## config.mk

```make
export PLATFORM = sky130hd
export DESIGN_NAME = spi_master_flat
export DESIGN_NICKNAME = d
export VERILOG_FILES = /design/src/rtl/spi_master_if.sv /design/src/rtl/spi_master.sv /design/src/flat_wrapper.sv
export SDC_FILE = /design/constraint.sdc
export NUM_CORES = 1
export LEC_CHECK = 0
export ABC_CLOCK_PERIOD_IN_PS = 1860
export BUFFER_PORTS_ARGS = -buffer_cell sky130_fd_sc_hd__buf_2
export CAP_MARGIN = 15
export CELL_PAD_IN_SITES_DETAIL_PLACEMENT = 0
export CELL_PAD_IN_SITES_GLOBAL_PLACEMENT = 1
export CORE_ASPECT_RATIO = 0.6
export CORE_UTILIZATION = 40
export CTS_BUF_LIST = sky130_fd_sc_hd__clkbuf_4
export DETAILED_ROUTE_END_ITERATION = 7
export GPL_ROUTABILITY_DRIVEN = 0
export HOLD_SLACK_MARGIN = 0.1
export PLACE_DENSITY_LB_ADDON = 0.1
export SETUP_SLACK_MARGIN = 0.5
export SYNTH_ARGS = -nofsm -noshare
export SYNTH_HDL_FRONTEND = slang
export SYNTH_SLANG_ARGS = --single-unit
```

## constraint.sdc

```tcl
create_clock -name i_Clock -period 1.86 [get_ports i_Clock]
set_clock_uncertainty 0.05 [all_clocks]
set_input_delay 0.372 -clock i_Clock [delete_from_list [all_inputs] [get_ports i_Clock]]
set_output_delay 0.372 -clock i_Clock [all_outputs]
set_load 0.005 [all_outputs]
```

## src/rtl/spi_master_if.sv

```systemverilog
// rtl/spi_master_if.sv - command handshake, read-back and SPI pin bundle for spi_master
interface spi_master_if;
  logic        i_CmdValid;
  logic        o_CmdReady;
  logic [15:0] i_CmdRegNumber;
  logic [15:0] i_CmdRegValue;
  logic        o_Done;
  logic [15:0] o_ReadData;
  logic        o_Busy;
  logic        o_SPI_NSS;
  logic        o_SPI_SCK;
  logic        o_SPI_MOSI;
  logic        i_SPI_MISO;

  // Seen from the SPI master block.
  modport master (
    input  i_CmdValid, i_CmdRegNumber, i_CmdRegValue, i_SPI_MISO,
    output o_CmdReady, o_Done, o_ReadData, o_Busy, o_SPI_NSS, o_SPI_SCK, o_SPI_MOSI
  );

  // Seen from whatever issues commands and plays the SPI slave.
  modport slave (
    output i_CmdValid, i_CmdRegNumber, i_CmdRegValue, i_SPI_MISO,
    input  o_CmdReady, o_Done, o_ReadData, o_Busy, o_SPI_NSS, o_SPI_SCK, o_SPI_MOSI
  );
endinterface

```

## src/rtl/spi_master.sv

```systemverilog
// rtl/spi_master.sv - 32-bit register-write SPI master with MISO sample capture
module spi_master #(
  parameter int CLKS_PER_HALF_SCK = 4,
  parameter int LEAD_CLKS         = 4,
  parameter int GAP_CLKS          = 8
) (
  input  logic         i_Clock,
  input  logic         i_Reset,
  spi_master_if.master bus
);

  localparam int MAX_A = (CLKS_PER_HALF_SCK > LEAD_CLKS) ? CLKS_PER_HALF_SCK : LEAD_CLKS;
  localparam int MAX_C = (MAX_A > GAP_CLKS) ? MAX_A : GAP_CLKS;
  localparam int CW    = $clog2(MAX_C + 1);

  localparam logic [CW-1:0] HALF_LAST = CW'(CLKS_PER_HALF_SCK - 1);
  localparam logic [CW-1:0] LEAD_LAST = CW'(LEAD_CLKS - 1);
  localparam logic [CW-1:0] GAP_LAST  = CW'(GAP_CLKS - 1);

  typedef enum logic [2:0] {
    S_IDLE,
    S_LEAD,
    S_HIGH,
    S_LOW,
    S_TRAIL,
    S_GAP
  } state_t;

  state_t        r_state;
  state_t        w_next;
  logic [CW-1:0] r_cnt;
  logic [CW-1:0] w_limit;
  logic          w_last;
  logic          w_accept;
  logic          w_ready;
  logic [4:0]    r_bit;
  logic [31:0]   r_tx;
  logic [31:0]   r_rx;
  logic [15:0]   r_read;
  logic          r_done;
  logic          r_run;

  // Ready needs one clock out of reset before commands are taken.
  assign w_ready  = (r_state == S_IDLE) && r_run;
  assign w_accept = bus.i_CmdValid && w_ready;
  assign w_last   = (r_cnt == w_limit);

  // State register.
  always_ff @(posedge i_Clock or negedge i_Reset) begin
    if (!i_Reset) r_state <= S_IDLE;
    else          r_state <= w_next;
  end

  // Next-state decode; each timed state leaves when its counter reaches the limit.
  always_comb begin
    w_next  = r_state;
    w_limit = '0;
    case (r_state)
      S_IDLE:  if (w_accept) w_next = S_LEAD;
      S_LEAD: begin
        w_limit = LEAD_LAST;
        if (w_last) w_next = S_HIGH;
      end
      S_HIGH: begin
        w_limit = HALF_LAST;
        if (w_last) w_next = S_LOW;
      end
      S_LOW: begin
        w_limit = HALF_LAST;
        if (w_last) w_next = (r_bit == 5'd31) ? S_TRAIL : S_HIGH;
      end
      S_TRAIL: begin
        w_limit = HALF_LAST;
        if (w_last) w_next = S_GAP;
      end
      S_GAP: begin
        w_limit = GAP_LAST;
        if (w_last) w_next = S_IDLE;
      end
      default: w_next = S_IDLE;
    endcase
  end

  // Datapath: timing counter, shift registers, bit counter and frame-end result.
  always_ff @(posedge i_Clock or negedge i_Reset) begin
    if (!i_Reset) begin
      r_cnt  <= '0;
      r_bit  <= '0;
      r_tx   <= '0;
      r_rx   <= '0;
      r_read <= '0;
      r_done <= 1'b0;
      r_run  <= 1'b0;
    end else begin
      r_run  <= 1'b1;
      r_done <= 1'b0;
      if (r_state == S_IDLE || r_state != w_next) r_cnt <= '0;
      else                                        r_cnt <= r_cnt + 1'b1;
      case (r_state)
        S_IDLE: begin
          if (w_accept) begin
            r_tx  <= {bus.i_CmdRegNumber, bus.i_CmdRegValue};
            r_rx  <= '0;
            r_bit <= '0;
          end
        end
        S_LOW: begin
          // Every LOW exit is a rising-edge entry (or TRAIL entry): capture the
          // bit the slave put out after the falling edge that started this LOW.
          if (w_last) begin
            r_rx <= {r_rx[30:0], bus.i_SPI_MISO};
            if (r_bit != 5'd31) begin
              r_bit <= r_bit + 5'd1;
              r_tx  <= {r_tx[30:0], 1'b0};
            end
          end
        end
        S_TRAIL: begin
          if (w_last) begin
            r_read <= r_rx[31:16];
            r_done <= 1'b1;
          end
        end
        default: ;
      endcase
    end
  end

  assign bus.o_CmdReady = w_ready;
  assign bus.o_Busy     = (r_state != S_IDLE);
  assign bus.o_Done     = r_done;
  assign bus.o_ReadData = r_read;
  assign bus.o_SPI_NSS  = (r_state == S_IDLE) || (r_state == S_GAP);
  assign bus.o_SPI_SCK  = (r_state == S_HIGH);
  // MOSI follows TX[31] whenever NSS is low so it is stable across each falling edge.
  assign bus.o_SPI_MOSI = (r_state == S_LEAD || r_state == S_HIGH ||
                           r_state == S_LOW  || r_state == S_TRAIL) ? r_tx[31] : 1'b0;

endmodule
```

## src/flat_wrapper.sv

```systemverilog
// flat-port wrapper written by rule: the top's interface ports become plain ports
module spi_master_flat 
#(
  parameter int CLKS_PER_HALF_SCK = 4,
  parameter int LEAD_CLKS         = 4,
  parameter int GAP_CLKS          = 8
)
  (i_Clock, i_Reset, bus_i_CmdValid, bus_i_CmdRegNumber, bus_i_CmdRegValue, bus_i_SPI_MISO, bus_o_CmdReady, bus_o_Done, bus_o_ReadData, bus_o_Busy, bus_o_SPI_NSS, bus_o_SPI_SCK, bus_o_SPI_MOSI);
  spi_master_if bus_i ();
  input  logic i_Clock;
  input  logic i_Reset;
  input wire logic [$bits(bus_i.i_CmdValid)-1:0] bus_i_CmdValid;
  input wire logic [$bits(bus_i.i_CmdRegNumber)-1:0] bus_i_CmdRegNumber;
  input wire logic [$bits(bus_i.i_CmdRegValue)-1:0] bus_i_CmdRegValue;
  input wire logic [$bits(bus_i.i_SPI_MISO)-1:0] bus_i_SPI_MISO;
  output wire logic [$bits(bus_i.o_CmdReady)-1:0] bus_o_CmdReady;
  output wire logic [$bits(bus_i.o_Done)-1:0] bus_o_Done;
  output wire logic [$bits(bus_i.o_ReadData)-1:0] bus_o_ReadData;
  output wire logic [$bits(bus_i.o_Busy)-1:0] bus_o_Busy;
  output wire logic [$bits(bus_i.o_SPI_NSS)-1:0] bus_o_SPI_NSS;
  output wire logic [$bits(bus_i.o_SPI_SCK)-1:0] bus_o_SPI_SCK;
  output wire logic [$bits(bus_i.o_SPI_MOSI)-1:0] bus_o_SPI_MOSI;
  assign bus_i.i_CmdValid = bus_i_CmdValid;
  assign bus_i.i_CmdRegNumber = bus_i_CmdRegNumber;
  assign bus_i.i_CmdRegValue = bus_i_CmdRegValue;
  assign bus_i.i_SPI_MISO = bus_i_SPI_MISO;
  assign bus_o_CmdReady = bus_i.o_CmdReady;
  assign bus_o_Done = bus_i.o_Done;
  assign bus_o_ReadData = bus_i.o_ReadData;
  assign bus_o_Busy = bus_i.o_Busy;
  assign bus_o_SPI_NSS = bus_i.o_SPI_NSS;
  assign bus_o_SPI_SCK = bus_i.o_SPI_SCK;
  assign bus_o_SPI_MOSI = bus_i.o_SPI_MOSI;
  spi_master #(.CLKS_PER_HALF_SCK(CLKS_PER_HALF_SCK), .LEAD_CLKS(LEAD_CLKS), .GAP_CLKS(GAP_CLKS)) u_core (.i_Clock(i_Clock), .i_Reset(i_Reset), .bus(bus_i));
endmodule
```

Word level (Yosys, flattened, before mapping)
Cells that the tools add are included.
Widths: inputs -> output; s select.

storage, ports and cells
  input port bits = 36
  output and inout port bits = 22
  register bits = 94
  logic and storage cells = 60

cells by class
  add/subtract/negate cells = 2
  equal/unequal tests = 12
  muxes and demuxes = 24
  reduce and logical (&&, ||, !) cells = 14

operator list
  operator             count
  $mux 32              5
  $pmux 32 s2          2
  $mux 3               7
  $pmux 3 s6           1
  $mux 5               3
  $pmux 5 s2           1
  $eq 3x2->1 const B   2
  $eq 3x3->1 const B   2
  $ne 2x1->1 const B   3
  $pmux 3 s2           1
  $add 5x1->5 const B  1
  $eq 5x5->1 const B   1
  $logic_or 1x1->1     5
  $ne 5x5->1 const B   1
  $add 4x1->4 const B  1
  $eq 4x3->1           1
  $mux 4               1
  $reduce_and 4->1     1
  $reduce_or 4->1      1
  $eq 3x1->1 const B   1
  $logic_not 3->1      1
  $mux 1               3
  $ne 3x3->1           1
  $reduce_and 3->1     1
  4 further kinds      5

Logic depth before layout (Yosys ltp)
Gate-level depths: netlist of run 1.

  depth in word-level cells = 9
  mapped depth = 8
  depth with buffers taken out = 7

Worst setup path after synthesis of run 1
No wires, ideal clock.

  path kind = reg2reg
  start = register u_core.r_bit[0]
  end = register u_core.r_tx[1]
  data arrival time = 1.866 ns
  slack = -0.134 ns
  library setup time = 0.077 ns
  clock period less this slack = 1.994 ns
  buffers on the path = 1
  stages on the path, launching flop included = 8
  data required time = 1.733 ns
  cells stage by stage = dfrtp_1 ha_1 and3_1 ha_1 o41ai_4 buf_2 nor2_1 a21oi_1

between the ends
  cells in the longest elaborated chain, start to end = 3

RTL lines
  what                        RTL line           RTL
  start, declared             spi_master.sv:36   logic [4:0] r_bit;
  start signal, assigned      spi_master.sv:113  r_bit <= r_bit + 5'd1;
  $ne 5x5->1                  spi_master.sv:112  if (r_bit != 5'd31) begin
  $ne 2x1->1 (no line)        --
  $reduce_and 4->1 (no line)  --
  end signal, assigned        spi_master.sv:102  r_tx <= {bus.i_CmdRegNumber, bus.i_CmdRegValue};
  end signal, assigned        spi_master.sv:114  r_tx <= {r_tx[30:0], 1'b0};
  end, declared               spi_master.sv:37   logic [31:0] r_tx;

No other way between the ends.
A chain may end at the register's enable or synchronous reset.

Worst setup path after layout of run 1
  start = register u_core.r_state[2]
  end = output port bus_o_SPI_SCK

between the ends
  cells in the longest elaborated chain, start to end = 1

RTL lines
  what                    RTL line            RTL
  start, declared         spi_master.sv:29    state_t r_state;
  start signal, assigned  spi_master.sv:51    else r_state <= w_next;
  $eq 3x2->1              spi_master.sv:134   assign bus.o_SPI_SCK = (r_state == S_HIGH);
  end, declared           flat_wrapper.sv:21  output wire logic [$bits(bus_i.o_SPI_SCK)-1:0] bus_o_SPI_SCK;

No other way between the ends.

==> run_summary.xml, run 1 <==
<?xml version="1.0" encoding="UTF-8"?>
<metrics>
  <group name="run">
    <metric name="maxCapViolCount" unit="">0</metric>
  </group>
  <group name="yosys">
    <metric name="synth_edf_count" unit="">0</metric>
    <metric name="postSynthNetCount" unit="">409</metric>
    <metric name="synthDominantCellAreaShare" unit="%">58.9</metric>
    <metric name="synth_async_sr_flop_share" unit="%">100</metric>
    <metric name="ys_seq_elements" unit="">94</metric>
    <metric name="synth.avg_cell_area" unit="µm²">10.8</metric>
    <metric name="synthTopCellsByArea" unit="">sky130_fd_sc_hd__dfrtp_1 (59%), sky130_fd_sc_hd__mux2i_1 (8.0%), sky130_fd_sc_hd__a22o_1 (7.0%), sky130_fd_sc_hd__nand2_1 (5.6%), sky130_fd_sc_hd__a21oi_1 (4.4%)</metric>
    <metric name="synth_cell_types" unit="">39</metric>
    <metric name="synth.yosys.seq_area_share" unit="%">58.9</metric>
    <metric name="synth-warning-count" unit="">0</metric>
    <metric name="netlist_instances" unit="">370</metric>
    <metric name="most_used_flip_flop_cell_after_synthesis" unit="">sky130_fd_sc_hd__dfrtp_1</metric>
    <metric name="netlist_area" unit="mm²">0.00399</metric>
    <metric name="yosys.area.top_type" unit="">sky130_fd_sc_hd__dfrtp_1</metric>
  </group>
  <group name="final_layout">
    <metric name="post_route_cells_drive_above_1_share" unit="%">48.7</metric>
    <metric name="multiInputGateArea" unit="mm²">0.00196</metric>
    <metric name="finish.cell_count_without_fillers" unit="">635</metric>
    <metric name="ff_latch_area" unit="mm²">0.00236</metric>
    <metric name="num-fill-cells" unit="">741</metric>
    <metric name="syn2layout_area_growth" unit="%">52.2</metric>
    <metric name="antenna_cells" unit="">0</metric>
    <metric name="nNetsFinal" unit="">540</metric>
  </group>
  <group name="sta">
    <metric name="postLayoutSetupSlackWorst" unit="ns">-0.193</metric>
    <metric name="timing.final.crit_share" unit="%">110</metric>
    <metric name="rsz0062_at_grt" unit="">true</metric>
    <metric name="fmaxAchievable" unit="MHz">487</metric>
    <metric name="time_the_final_worst_path_needs_with_i_o_delays_and_setup" unit="ns">2.05</metric>
    <metric name="timing.slew.headroom" unit="%">65.1</metric>
    <metric name="timing.final.max_slew_violations" unit="">0</metric>
    <metric name="hold_viol_final" unit="">0</metric>
    <metric name="setup_viol_count_final" unit="">77</metric>
    <metric name="transition_time_of_the_tightest_slew_check_pin" unit="ns">0.523</metric>
  </group>
  <group name="global_route">
    <metric name="first_global_vias" unit="">3175</metric>
    <metric name="globalRouteOverflowTotal" unit="">0</metric>
    <metric name="wire_length_of_the_first_global_routing_pass" unit="µm">16700</metric>
    <metric name="number_of_antenna_violations_at_the_first_check_in_global_routing" unit="">0</metric>
    <metric name="grt_util_all_layers" unit="%">21.7</metric>
    <metric name="pin_count_of_the_biggest_net_entering_global_routing" unit="">95</metric>
  </group>
  <group name="clock_tree">
    <metric name="clock-sinks" unit="">94</metric>
    <metric name="cts_max_level" unit="">3</metric>
    <metric name="worstSkewPairLatency" unit="ns">0.45</metric>
    <metric name="cts_max_path_buffers" unit="">2</metric>
    <metric name="clock_tree.root_cell" unit="">sky130_fd_sc_hd__clkbuf_4</metric>
    <metric name="tritoncts" unit="">yes</metric>
    <metric name="clkTransAtPathRegs" unit="ns">0.14</metric>
    <metric name="cts_inserted_buffers" unit="">9</metric>
  </group>
  <group name="routing">
    <metric name="routed_wire_length_per_instance" unit="µm">17.6</metric>
    <metric name="drt_drc_violations_left" unit="">0</metric>
    <metric name="wire_length_after_detailed_routing" unit="µm">11200</metric>
    <metric name="final_antenna_net_count" unit="">0</metric>
    <metric name="drt_pre_antenna_iters" unit="">4</metric>
    <metric name="detail_route.iter0.violations" unit="">215</metric>
    <metric name="drt-vias-per-instance" unit="">5.28</metric>
    <metric name="vias" unit="">3354</metric>
  </group>
  <group name="setup_path">
    <metric name="worstSetupEndpointType" unit="">output port</metric>
    <metric name="worst-endpoint-required" unit="ns">1.44</metric>
    <metric name="cp_max_fo" unit="">5</metric>
    <metric name="critPathArrivalTime" unit="ns">1.63</metric>
    <metric name="crit_type" unit="">reg2out</metric>
    <metric name="timing.reg2reg.worst_path_depth" unit="">10</metric>
    <metric name="worst_r2r_endpoint" unit="">u_core.r_tx[8]</metric>
    <metric name="crit_start" unit="">u_core.r_state[2]</metric>
    <metric name="r2r_start" unit="">u_core.r_state[2]</metric>
    <metric name="cp-start-kind" unit="">flip-flop</metric>
    <metric name="r2r_slack" unit="ns">-0.19</metric>
  </group>
  <group name="min_path">
    <metric name="source_of_the_worst_hold_timing_path" unit="">bus_i_CmdRegValue[13]</metric>
    <metric name="min_delay_worst_endpoint" unit="">u_core.r_tx[13]</metric>
    <metric name="hold_path_depth" unit="">3</metric>
    <metric name="hold_path.class" unit="">in2reg</metric>
  </group>
  <group name="floorplanning">
    <metric name="core-area" unit="mm²">0.00943</metric>
    <metric name="pin_count" unit="">58</metric>
    <metric name="starting_density_of_the_core" unit="%">42.3</metric>
    <metric name="chipWidth" unit="µm">131</metric>
    <metric name="placement_rows" unit="">27</metric>
    <metric name="overall_die_area" unit="mm²">0.0104</metric>
    <metric name="die_h" unit="µm">79.4</metric>
  </group>
  <group name="place">
    <metric name="dpl.cell_count" unit="">559</metric>
    <metric name="dp.final_hpwl" unit="µm">5370</metric>
    <metric name="post-place-ws" unit="ns">-0.0287</metric>
    <metric name="count_of_buffers_from_port_buffering" unit="">57</metric>
  </group>
  <group name="pwr">
    <metric name="leakagePower" unit="nW">3.06</metric>
    <metric name="power.density" unit="mW/mm²">1320</metric>
    <metric name="power.ir.vdd_worst" unit="µV">576</metric>
  </group>
  <group name="outcome">
    <metric name="status" unit="">finished with violations</metric>
    <metric name="failed_checks" unit="">setup timing</metric>
  </group>
</metrics>
-- cell usage in the layout (no fill, tap or decap), types with 2 or more instances in the layout --
master / count
sky130_fd_sc_hd__dfrtp_1: 89
sky130_fd_sc_hd__buf_2: 54
sky130_fd_sc_hd__buf_4: 40
sky130_fd_sc_hd__nand2_1: 36
sky130_fd_sc_hd__a22o_1: 32
sky130_fd_sc_hd__mux2i_1: 31
sky130_fd_sc_hd__nor2_1: 25
sky130_fd_sc_hd__buf_6: 23
sky130_fd_sc_hd__a21oi_2: 18
sky130_fd_sc_hd__nand2_2: 18
sky130_fd_sc_hd__a21oi_1: 15
sky130_fd_sc_hd__nor2_4: 12
sky130_fd_sc_hd__clkbuf_4: 9
sky130_fd_sc_hd__buf_16: 9
sky130_fd_sc_hd__buf_12: 8
sky130_fd_sc_hd__nand2_4: 6
sky130_fd_sc_hd__nor2_2: 6
sky130_fd_sc_hd__dfrtp_2: 5
sky130_fd_sc_hd__xor2_1: 4
sky130_fd_sc_hd__nor3_4: 3
sky130_fd_sc_hd__clkbuf_16: 3
sky130_fd_sc_hd__dlygate4sd3_1: 3
sky130_fd_sc_hd__inv_2: 2
sky130_fd_sc_hd__and3_4: 2
sky130_fd_sc_hd__a21oi_4: 2
sky130_fd_sc_hd__o311ai_4: 2
sky130_fd_sc_hd__inv_12: 2
sky130_fd_sc_hd__inv_1: 2
sky130_fd_sc_hd__o21ai_0: 2
sky130_fd_sc_hd__nand3_1: 2
sky130_fd_sc_hd__clkinv_1: 2
-- cells by family after synthesis --
family                   Yosys count  synth area share (%)
AO/OA/AOI/OAI                     85                  15.4
XOR/XNOR                           5                  1.10
other                              1                0.0940
multiplexers                      32                  8.03
AND/OR/NAND/NOR                  120                  12.4
adder cells (fa/ha/maj)            3                 0.941
buffers and inverters             30                  3.10
flip-flops                        94                  58.9
-- worst max-delay path by stage --
stage	slack, ns	endpoint
detailed placement	-0.03	u_core.r_tx[17]
finish	-0.19	bus_o_SPI_SCK
global placement	-0.02	u_core.r_tx[0]
floorplan	0.09	u_core.r_tx[1]
global route	-0.27	bus_o_SPI_MOSI
CTS	-0.20	bus_o_SPI_MOSI
-- final cells by class --
class                      count  share of cell area [%]
clock inverter                 6                    1.03
clock buffer                   9                    1.11
sequential                    94                    38.8
timing repair inverter         2                   0.536
tap                          130                    2.68
timing repair buffer         142                    22.9
inverter                       6                   0.618
multi-input combinational    246                    32.3
-- metrics by stage --
step	power [mW]	util, %	TNS (ns)	instance area, µm²	hold slack (ns)
after floorplan	4.49	-	0	4140	0.0264
after global placement	5.16	49.6	-0.0247	4670	0.405
after detailed placement	5.22	49.6	-0.0927	4670	0.407
after CTS	7.26	59.6	-4.31	5620	0.132
after global routing	8.47	64.4	-13.56	6070	0.148
final	7.99	64.4	-9.24	6070	0.162
-- power by group --
group	internal, mW	total (mW)	switching, mW
Sequential	2.52	2.94	0.420
Combinational	2.11	3.96	1.84
Clock	0.401	1.09	0.691
Total	5.04	7.99	2.96
-- timing repair --
item	4_1_cts	5_1_grt
buffers inserted	28	14
pin swaps	27	19
endpoints found under the setup margin	115	115
hold buffers	3	0
gates cloned	14	2
endpoints found under the hold margin	96	0
resized for setup	69	85
-- routing by layer --
| layer | part of all wire, % | wire [µm] | global-route usage [%] | up-vias |
|---|---|---|---|---|
| met2 | 43 | 4850 | 29.3 | 88 |
| met4 | 0.81 | 91 | 5.52 | 0 |
| met1 | 50 | 5600 | 33.4 | 1674 |
| met5 | 0 | 0 | 0 | - |
| met3 | 5.8 | 647 | 6.50 | 9 |
| li1 | - | - | - | 1583 |
-- sequential cells by signal, indices dropped and copies added (netlist names) --
name and count:
u_core.r_bit 5, u_core.r_state 3, u_core.r_tx 32, u_core.r_cnt 4, u_core.r_rx 32, u_core.r_run 1
u_core.bus.o_ReadData 16, u_core.bus.o_Done 1
-- Yosys cell counts, types with 2 or more instances --
cell                        n
sky130_fd_sc_hd__xor2_1     4
sky130_fd_sc_hd__nor3_1     4
sky130_fd_sc_hd__mux2i_1   32
sky130_fd_sc_hd__o21ai_0    4
sky130_fd_sc_hd__buf_1      2
sky130_fd_sc_hd__buf_2      9
sky130_fd_sc_hd__a211oi_1   2
sky130_fd_sc_hd__a22o_1    32
sky130_fd_sc_hd__nand2_1   60
sky130_fd_sc_hd__nand3_1    2
sky130_fd_sc_hd__inv_1      4
sky130_fd_sc_hd__ha_1       3
sky130_fd_sc_hd__a21oi_1   35
sky130_fd_sc_hd__clkbuf_1  13
sky130_fd_sc_hd__nor2_1    43
sky130_fd_sc_hd__dfrtp_1   94
sky130_fd_sc_hd__inv_2      2
sky130_fd_sc_hd__and3_1     3
sky130_fd_sc_hd__o311ai_0   2
-- critical path, cell delays in order (launching register included) --
cell and delay, ns:
sky130_fd_sc_hd__dfrtp_2 0.47, sky130_fd_sc_hd__buf_4 0.15, sky130_fd_sc_hd__buf_6 0.13, sky130_fd_sc_hd__inv_4 0.05, sky130_fd_sc_hd__buf_6 0.10, sky130_fd_sc_hd__nand2_4 0.07, sky130_fd_sc_hd__nor2_2 0.09, sky130_fd_sc_hd__buf_2 0.12
Note: power is estimated with default switching activity, not from simulation.
==> run 2, diff against run 1 <==
CORE_ASPECT_RATIO = not set   (was 0.6)
CORE_UTILIZATION = 30   (was 40)
==> run 2 against run 1 <==
  * The run still ends with setup timing left
  * Die area rose by 32%
  * Utilization fell by 16 points
  * Highest routed layer unchanged
  * First-iteration DRC count fell by 27%
  * Global-route usage fell by 6.2 points
  * Largest cell class unchanged
  * Register-to-register slack barely moved
  * Final area rose by 1.1%
  * Clock power barely moved
  * Largest power group unchanged
  * Flip-flop and latch count did not move
  * Non-clock buffer count fell by 3
  * Cell count rose by 6.1%
  * Critical endpoint is now u_core.r_tx[10]
==> run_summary.xml, run 2 (same netlist as run 1, synthesis figures left out) <==
<?xml version="1.0" encoding="UTF-8"?>
<metrics>
  <group name="sta">
    <metric name="setup_viol_count_final" unit="">61</metric>
    <metric name="fmaxAchievable" unit="MHz">487</metric>
    <metric name="timing.final.max_slew_violations" unit="">0</metric>
    <metric name="timing.slew.headroom" unit="%">63.8</metric>
    <metric name="transition_time_of_the_tightest_slew_check_pin" unit="ns">0.542</metric>
    <metric name="rsz0062_at_grt" unit="">true</metric>
    <metric name="time_the_final_worst_path_needs_with_i_o_delays_and_setup" unit="ns">2.05</metric>
    <metric name="timing.setup.tns" unit="ns">-5.74</metric>
    <metric name="postLayoutSetupSlackWorst" unit="ns">-0.194</metric>
    <metric name="hold_viol_final" unit="">0</metric>
    <metric name="timing.final.crit_share" unit="%">110</metric>
  </group>
  <group name="run">
    <metric name="maxCapViolCount" unit="">0</metric>
  </group>
  <group name="routing">
    <metric name="drt_pre_antenna_iters" unit="">4</metric>
    <metric name="drt_drc_violations_left" unit="">0</metric>
    <metric name="vias" unit="">3240</metric>
    <metric name="detail_route.iter0.violations" unit="">157</metric>
    <metric name="wire_length_after_detailed_routing" unit="µm">10200</metric>
    <metric name="drt-vias-per-instance" unit="">4.81</metric>
    <metric name="final_antenna_net_count" unit="">0</metric>
    <metric name="routed_wire_length_per_instance" unit="µm">15.2</metric>
  </group>
  <group name="setup_path">
    <metric name="r2r_start" unit="">u_core.r_bit[1]</metric>
    <metric name="worst-endpoint-required" unit="ns">2.16</metric>
    <metric name="worstSetupEndpointType" unit="">flip-flop</metric>
    <metric name="cp_max_fo" unit="">5</metric>
    <metric name="r2r_slack" unit="ns">-0.19</metric>
    <metric name="timing.reg2reg.worst_path_depth" unit="">9</metric>
    <metric name="critPathArrivalTime" unit="ns">2.35</metric>
    <metric name="worst_r2r_endpoint" unit="">u_core.r_tx[10]</metric>
    <metric name="cp-start-kind" unit="">flip-flop</metric>
    <metric name="crit_type" unit="">reg2reg</metric>
  </group>
  <group name="final_layout">
    <metric name="num-fill-cells" unit="">1183</metric>
    <metric name="post_route_cells_drive_above_1_share" unit="%">47.8</metric>
    <metric name="layout_commonest_cell" unit="">sky130_fd_sc_hd__dfrtp_1</metric>
    <metric name="nNetsFinal" unit="">537</metric>
    <metric name="antenna_cells" unit="">0</metric>
    <metric name="layout_common_cells" unit="">sky130_fd_sc_hd__dfrtp_1 (92), sky130_fd_sc_hd__buf_2 (54), sky130_fd_sc_hd__nand2_1 (35), sky130_fd_sc_hd__buf_4 (35)</metric>
    <metric name="syn2layout_area_growth" unit="%">53.8</metric>
  </group>
  <group name="global_route">
    <metric name="first_global_vias" unit="">3226</metric>
    <metric name="pin_count_of_the_biggest_net_entering_global_routing" unit="">95</metric>
    <metric name="globalRouteOverflowTotal" unit="">0</metric>
    <metric name="grt_util_all_layers" unit="%">15.5</metric>
    <metric name="number_of_antenna_violations_at_the_first_check_in_global_routing" unit="">0</metric>
    <metric name="wire_length_of_the_first_global_routing_pass" unit="µm">16800</metric>
  </group>
  <group name="min_path">
    <metric name="min_delay_worst_endpoint" unit="">u_core.r_tx[8]</metric>
    <metric name="hold_path_depth" unit="">3</metric>
    <metric name="source_of_the_worst_hold_timing_path" unit="">bus_i_CmdRegValue[8]</metric>
    <metric name="hold_path.class" unit="">in2reg</metric>
  </group>
  <group name="outcome">
    <metric name="failed_checks" unit="">setup timing</metric>
    <metric name="status" unit="">finished with violations</metric>
  </group>
  <group name="clock_tree">
    <metric name="cts_max_level" unit="">3</metric>
    <metric name="clock-sinks" unit="">94</metric>
    <metric name="worstSkewPairLatency" unit="ns">0.46</metric>
    <metric name="cts_inserted_buffers" unit="">9</metric>
    <metric name="clkTransAtPathRegs" unit="ns">0.13</metric>
    <metric name="clock_tree.root_cell" unit="">sky130_fd_sc_hd__clkbuf_4</metric>
    <metric name="tritoncts" unit="">yes</metric>
    <metric name="cts_max_path_buffers" unit="">2</metric>
  </group>
  <group name="place">
    <metric name="count_of_buffers_from_port_buffering" unit="">57</metric>
    <metric name="dp.final_hpwl" unit="µm">5390</metric>
  </group>
  <group name="floorplanning">
    <metric name="starting_density_of_the_core" unit="%">31.2</metric>
    <metric name="pin_count" unit="">58</metric>
    <metric name="core-area" unit="mm²">0.0128</metric>
    <metric name="overall_die_area" unit="mm²">0.0138</metric>
    <metric name="placement_rows" unit="">41</metric>
    <metric name="die_h" unit="µm">117</metric>
    <metric name="chipWidth" unit="µm">117</metric>
  </group>
  <group name="pwr">
    <metric name="power.ir.vdd_worst" unit="µV">571</metric>
    <metric name="power.density" unit="mW/mm²">1300</metric>
    <metric name="leakagePower" unit="nW">3.09</metric>
    <metric name="pnr_total_power" unit="mW">7.96</metric>
  </group>
</metrics>
[run 2: metrics by stage]
step	cells	utilization [%]	instance area [µm²]	setup slack, ns	hold WS [ns]
after floorplan	370	-	4140	0.0930	0.0264
after global placement	604	37.3	4760	-0.0250	0.404
after detailed placement	604	37.3	4760	-0.0490	0.410
after CTS	657	44.3	5660	-0.173	0.116
after global routing	674	48.0	6140	-0.234	0.127
final	674	48.0	6140	-0.194	0.162
[run 2: critical path, stage by stage, from the launching register on]
cell                        delay (ns)
sky130_fd_sc_hd__dfrtp_1          0.41
sky130_fd_sc_hd__ha_2             0.19
sky130_fd_sc_hd__and3_4           0.19
sky130_fd_sc_hd__ha_4             0.16
sky130_fd_sc_hd__o41ai_4          0.34
sky130_fd_sc_hd__buf_6            0.17
sky130_fd_sc_hd__buf_12           0.13
sky130_fd_sc_hd__buf_12           0.11
sky130_fd_sc_hd__clkbuf_16        0.13
sky130_fd_sc_hd__a21oi_1          0.05
[run 2: per-layer routing]
metal  wire length, µm  track usage, %
met5                 0               0
met4               147            5.76
met3               388            3.84
met2              4680            23.0
met1              5020            21.7
[run 2: repair_timing]
item,in CTS,in global routing
setup endpoints to repair,115,115
pin swaps,21,35
hold buffers,3,0
gates resized for setup,73,79
gates cloned,11,3
hold endpoints to repair,96,0
buffers inserted,24,14
[run 2: how the worst max path moves through the flow]
stage / depth (start not counted) / slack, ns / end / startpoint
2_1_floorplan: 7 / 0.09 / u_core.r_tx[1] / u_core.r_bit[0]
3_3_place_gp: 5 / -0.03 / u_core.r_state[0] / u_core.r_state[2]
3_5_place_dp: 5 / -0.05 / u_core.r_tx[22] / u_core.r_state[0]
4_1_cts: 5 / -0.17 / bus_o_SPI_MOSI / u_core.r_state[0]
5_1_grt: 5 / -0.23 / bus_o_SPI_MOSI / u_core.r_state[2]
6_report: 9 / -0.19 / u_core.r_tx[10] / u_core.r_bit[1]
[run 2: final cells by class]
class / count / area [µm²] / area share, %
inverter: 6 / 37.5 / 0.612
clock inverter: 5 / 50.0 / 0.815
multi-input combinational: 246 / 1970 / 32.1
timing repair inverter: 2 / 46.3 / 0.754
tap: 172 / 215 / 3.51
clock buffer: 10 / 75.1 / 1.22
timing repair buffer: 139 / 1390 / 22.7
sequential: 94 / 2350 / 38.4
[run 2: where the power goes]
part	total (mW)	leakage [nW]	internal [mW]	switching, mW
Combinational	4.02	1.82	2.19	1.83
Sequential	2.85	1.20	2.52	0.327
Clock	1.09	0.0694	0.411	0.682
Total	7.96	3.09	5.12	2.84
==> run 3, diff against run 2 <==
CELL_PAD_IN_SITES_DETAIL_PLACEMENT = not set   (was 0)
CELL_PAD_IN_SITES_GLOBAL_PLACEMENT = not set   (was 1)
MAX_ROUTING_LAYER = met4   (was not set)
PLACE_DENSITY_LB_ADDON = not set   (was 0.1)
==> run 3 against run 2 <==
  * The run still ends with setup timing left
  * Utilization rose by 0.53 points
  * Critical endpoint is now u_core.r_cnt[2]
  * Combinational power fell by 2%
  * Sequential share of layout area fell by 0.36 points
  * Highest routed layer unchanged
==> run_summary.xml, run 3 (same netlist as run 1, synthesis figures left out) <==
<?xml version="1.0" encoding="UTF-8"?>
<metrics>
  <group name="clock_tree">
    <metric name="clock-sinks" unit="">94</metric>
    <metric name="worstSkewPairLatency" unit="ns">0.44</metric>
    <metric name="cts_max_path_buffers" unit="">2</metric>
    <metric name="tritoncts" unit="">yes</metric>
    <metric name="cts_inserted_buffers" unit="">9</metric>
    <metric name="clock_tree.root_cell" unit="">sky130_fd_sc_hd__clkbuf_4</metric>
    <metric name="clkTransAtPathRegs" unit="ns">0.15</metric>
    <metric name="cts_max_level" unit="">3</metric>
  </group>
  <group name="pwr">
    <metric name="power.sequential.fraction" unit="%">36.5</metric>
    <metric name="power.density" unit="mW/mm²">1320</metric>
    <metric name="power.combinational.fraction" unit="%">48.2</metric>
    <metric name="sw_frac_of_total" unit="%">37.1</metric>
    <metric name="power.net_switching" unit="mW">3.04</metric>
    <metric name="power.ir.vdd_worst" unit="µV">520</metric>
    <metric name="cell_internal_pwr" unit="mW">5.16</metric>
    <metric name="share_clk_of_total_power" unit="%">15.3</metric>
    <metric name="leakagePower" unit="nW">3.05</metric>
  </group>
  <group name="routing">
    <metric name="final_antenna_net_count" unit="">0</metric>
    <metric name="detail_route.iter0.violations" unit="">137</metric>
    <metric name="drt_drc_violations_left" unit="">0</metric>
    <metric name="drt-vias-per-instance" unit="">4.88</metric>
    <metric name="drt_pre_antenna_iters" unit="">5</metric>
    <metric name="vias" unit="">3301</metric>
    <metric name="routed_wire_length_per_instance" unit="µm">15.6</metric>
    <metric name="wire_length_after_detailed_routing" unit="µm">10600</metric>
  </group>
  <group name="min_path">
    <metric name="hold_path.class" unit="">in2reg</metric>
    <metric name="source_of_the_worst_hold_timing_path" unit="">bus_i_CmdRegNumber[7]</metric>
  </group>
  <group name="global_route">
    <metric name="first_global_vias" unit="">3166</metric>
    <metric name="number_of_antenna_violations_at_the_first_check_in_global_routing" unit="">1</metric>
    <metric name="grt_util_all_layers" unit="%">14.5</metric>
    <metric name="globalRouteOverflowTotal" unit="">0</metric>
    <metric name="pin_count_of_the_biggest_net_entering_global_routing" unit="">44</metric>
    <metric name="wire_length_of_the_first_global_routing_pass" unit="µm">15700</metric>
  </group>
  <group name="sta">
    <metric name="time_the_final_worst_path_needs_with_i_o_delays_and_setup" unit="ns">2.07</metric>
    <metric name="timing.setup.tns" unit="ns">-6.05</metric>
    <metric name="timing.slew.headroom" unit="%">63.1</metric>
    <metric name="worst_case_hold_slack" unit="ns">0.183</metric>
    <metric name="rsz0062_at_grt" unit="">true</metric>
    <metric name="hold_viol_final" unit="">0</metric>
    <metric name="timing.final.crit_share" unit="%">111</metric>
    <metric name="setup_viol_count_final" unit="">60</metric>
    <metric name="transition_time_of_the_tightest_slew_check_pin" unit="ns">0.553</metric>
    <metric name="timing.final.max_slew_violations" unit="">0</metric>
    <metric name="fmaxAchievable" unit="MHz">482</metric>
    <metric name="postLayoutSetupSlackWorst" unit="ns">-0.213</metric>
  </group>
  <group name="setup_path">
    <metric name="r2r_start" unit="">u_core.r_state[0]</metric>
    <metric name="worst_path_max_delay_cell" unit="">sky130_fd_sc_hd__dfrtp_1</metric>
    <metric name="crit_family" unit="">compound AO/OA/AOI/OAI gates</metric>
    <metric name="worstSetupEndpointType" unit="">flip-flop</metric>
    <metric name="critPathArrivalTime" unit="ns">2.37</metric>
    <metric name="cp-start-kind" unit="">flip-flop</metric>
    <metric name="critPathMostFrequentCell" unit="">sky130_fd_sc_hd__buf_6</metric>
    <metric name="cp_max_fo" unit="">2</metric>
    <metric name="crit_start" unit="">u_core.r_state[0]</metric>
    <metric name="worst-endpoint-required" unit="ns">2.16</metric>
    <metric name="critical_path.max_stage_delay" unit="ns">0.44</metric>
    <metric name="crit_path_cell_trace" unit="">buf_6 &gt; buf_6 &gt; nor4_4 &gt; nor3_2 &gt; buf_4 &gt; a211oi_1 &gt; a221o_1 &gt; nor2_1</metric>
    <metric name="r2r_slack" unit="ns">-0.21</metric>
    <metric name="crit_type" unit="">reg2reg</metric>
    <metric name="path_buf_inv" unit="">3</metric>
  </group>
  <group name="place">
    <metric name="dpl.cell_count" unit="">608</metric>
    <metric name="dp.final_hpwl" unit="µm">5650</metric>
    <metric name="post-place-ws" unit="ns">-0.176</metric>
    <metric name="post_place_cell_area" unit="mm²">0.00476</metric>
    <metric name="count_of_buffers_from_port_buffering" unit="">57</metric>
  </group>
  <group name="outcome">
    <metric name="failed_checks" unit="">setup timing</metric>
    <metric name="status" unit="">finished with violations</metric>
  </group>
  <group name="final_layout">
    <metric name="layout_commonest_cell" unit="">sky130_fd_sc_hd__dfrtp_1</metric>
    <metric name="num-fill-cells" unit="">1099</metric>
    <metric name="nNetsFinal" unit="">538</metric>
    <metric name="finish.cell_count_without_fillers" unit="">677</metric>
    <metric name="layout_common_cells" unit="">sky130_fd_sc_hd__dfrtp_1 (89), sky130_fd_sc_hd__buf_2 (56), sky130_fd_sc_hd__buf_4 (38), sky130_fd_sc_hd__nand2_1 (35)</metric>
    <metric name="syn2layout_area_growth" unit="%">55.5</metric>
    <metric name="summed_area_of_non_filler_cells_in_the_final_layout" unit="mm²">0.00620</metric>
    <metric name="post_route_cells_drive_above_1_share" unit="%">53.4</metric>
  </group>
  <group name="floorplanning">
    <metric name="chipWidth" unit="µm">117</metric>
    <metric name="die_h" unit="µm">117</metric>
    <metric name="starting_density_of_the_core" unit="%">31.2</metric>
    <metric name="placement_rows" unit="">41</metric>
    <metric name="pin_count" unit="">58</metric>
    <metric name="overall_die_area" unit="mm²">0.0138</metric>
    <metric name="core-area" unit="mm²">0.0128</metric>
  </group>
  <group name="run">
    <metric name="maxCapViolCount" unit="">0</metric>
  </group>
</metrics>
-- run 3: power by group through the flow --
stage / sequential, mW / clock, mW / combinational [mW]
final: 3.00 / 1.25 / 3.95
after global routing: 3.05 / 1.36 / 4.25
after CTS: 2.85 / 1.29 / 3.09
after detailed placement: 2.88 / 0 / 2.37
after global placement: 2.84 / 0 / 2.31
after floorplan: 2.81 / 0 / 1.68
-- run 3: timing repair --
action                                  in CTS  in global routing
endpoints found under the setup margin     115                115
endpoints found under the hold margin       33                  0
gates cloned                                 8                  6
buffers inserted                            24                 11
hold buffers                                 3                  0
pin swaps                                    7                 33
resized for setup                           41                138
-- run 3: cell type report --
class,instances,area [µm²],area share [%]
timing repair buffer,139,1340,21.5
multi-input combinational,247,2060,33.2
timing repair inverter,2,32.5,0.524
clock inverter,7,96.3,1.55
clock buffer,9,67.6,1.09
tap,172,215,3.47
sequential,94,2360,38.0
antenna,1,2.50,0.0403
inverter,6,37.5,0.605
-- run 3: per-layer routing --
metal / vias to the layer above / global-route usage, % / routed length [µm]
met5: - / - / 0
met4: 0 / 4.87 / 126
met3: 8 / 2.58 / 318
met2: 64 / 23.2 / 5440
met1: 1656 / 18.6 / 4670
li1: 1573 / - / -
-- run 3: worst paths after layout --
kind                                        endpoint  depth (start not counted)
min in group asynchronous            u_core.r_tx[31]                          2
max in group asynchronous            u_core.r_rx[16]                          3
min reg2reg                u_core.bus.o_ReadData[14]                          2
max                                  u_core.r_cnt[2]                          8
min                                  u_core.r_tx[23]                          3
max reg2reg                          u_core.r_cnt[2]                          8
-- run 3: through the flow --
stage	utilization, %	total power, mW
after global placement	37.3	5.15
after floorplan	-	4.49
after detailed placement	37.3	5.25
after CTS	43.1	7.23
after global routing	48.6	8.66
final	48.6	8.20
-- run 3: tightest hold or removal path: cells and delay by family --
kind	cells	cell delay, ns
muxes	1	0.06
buffers and inverters	1	0.08
AOI/OAI and AO/OA	1	0.13
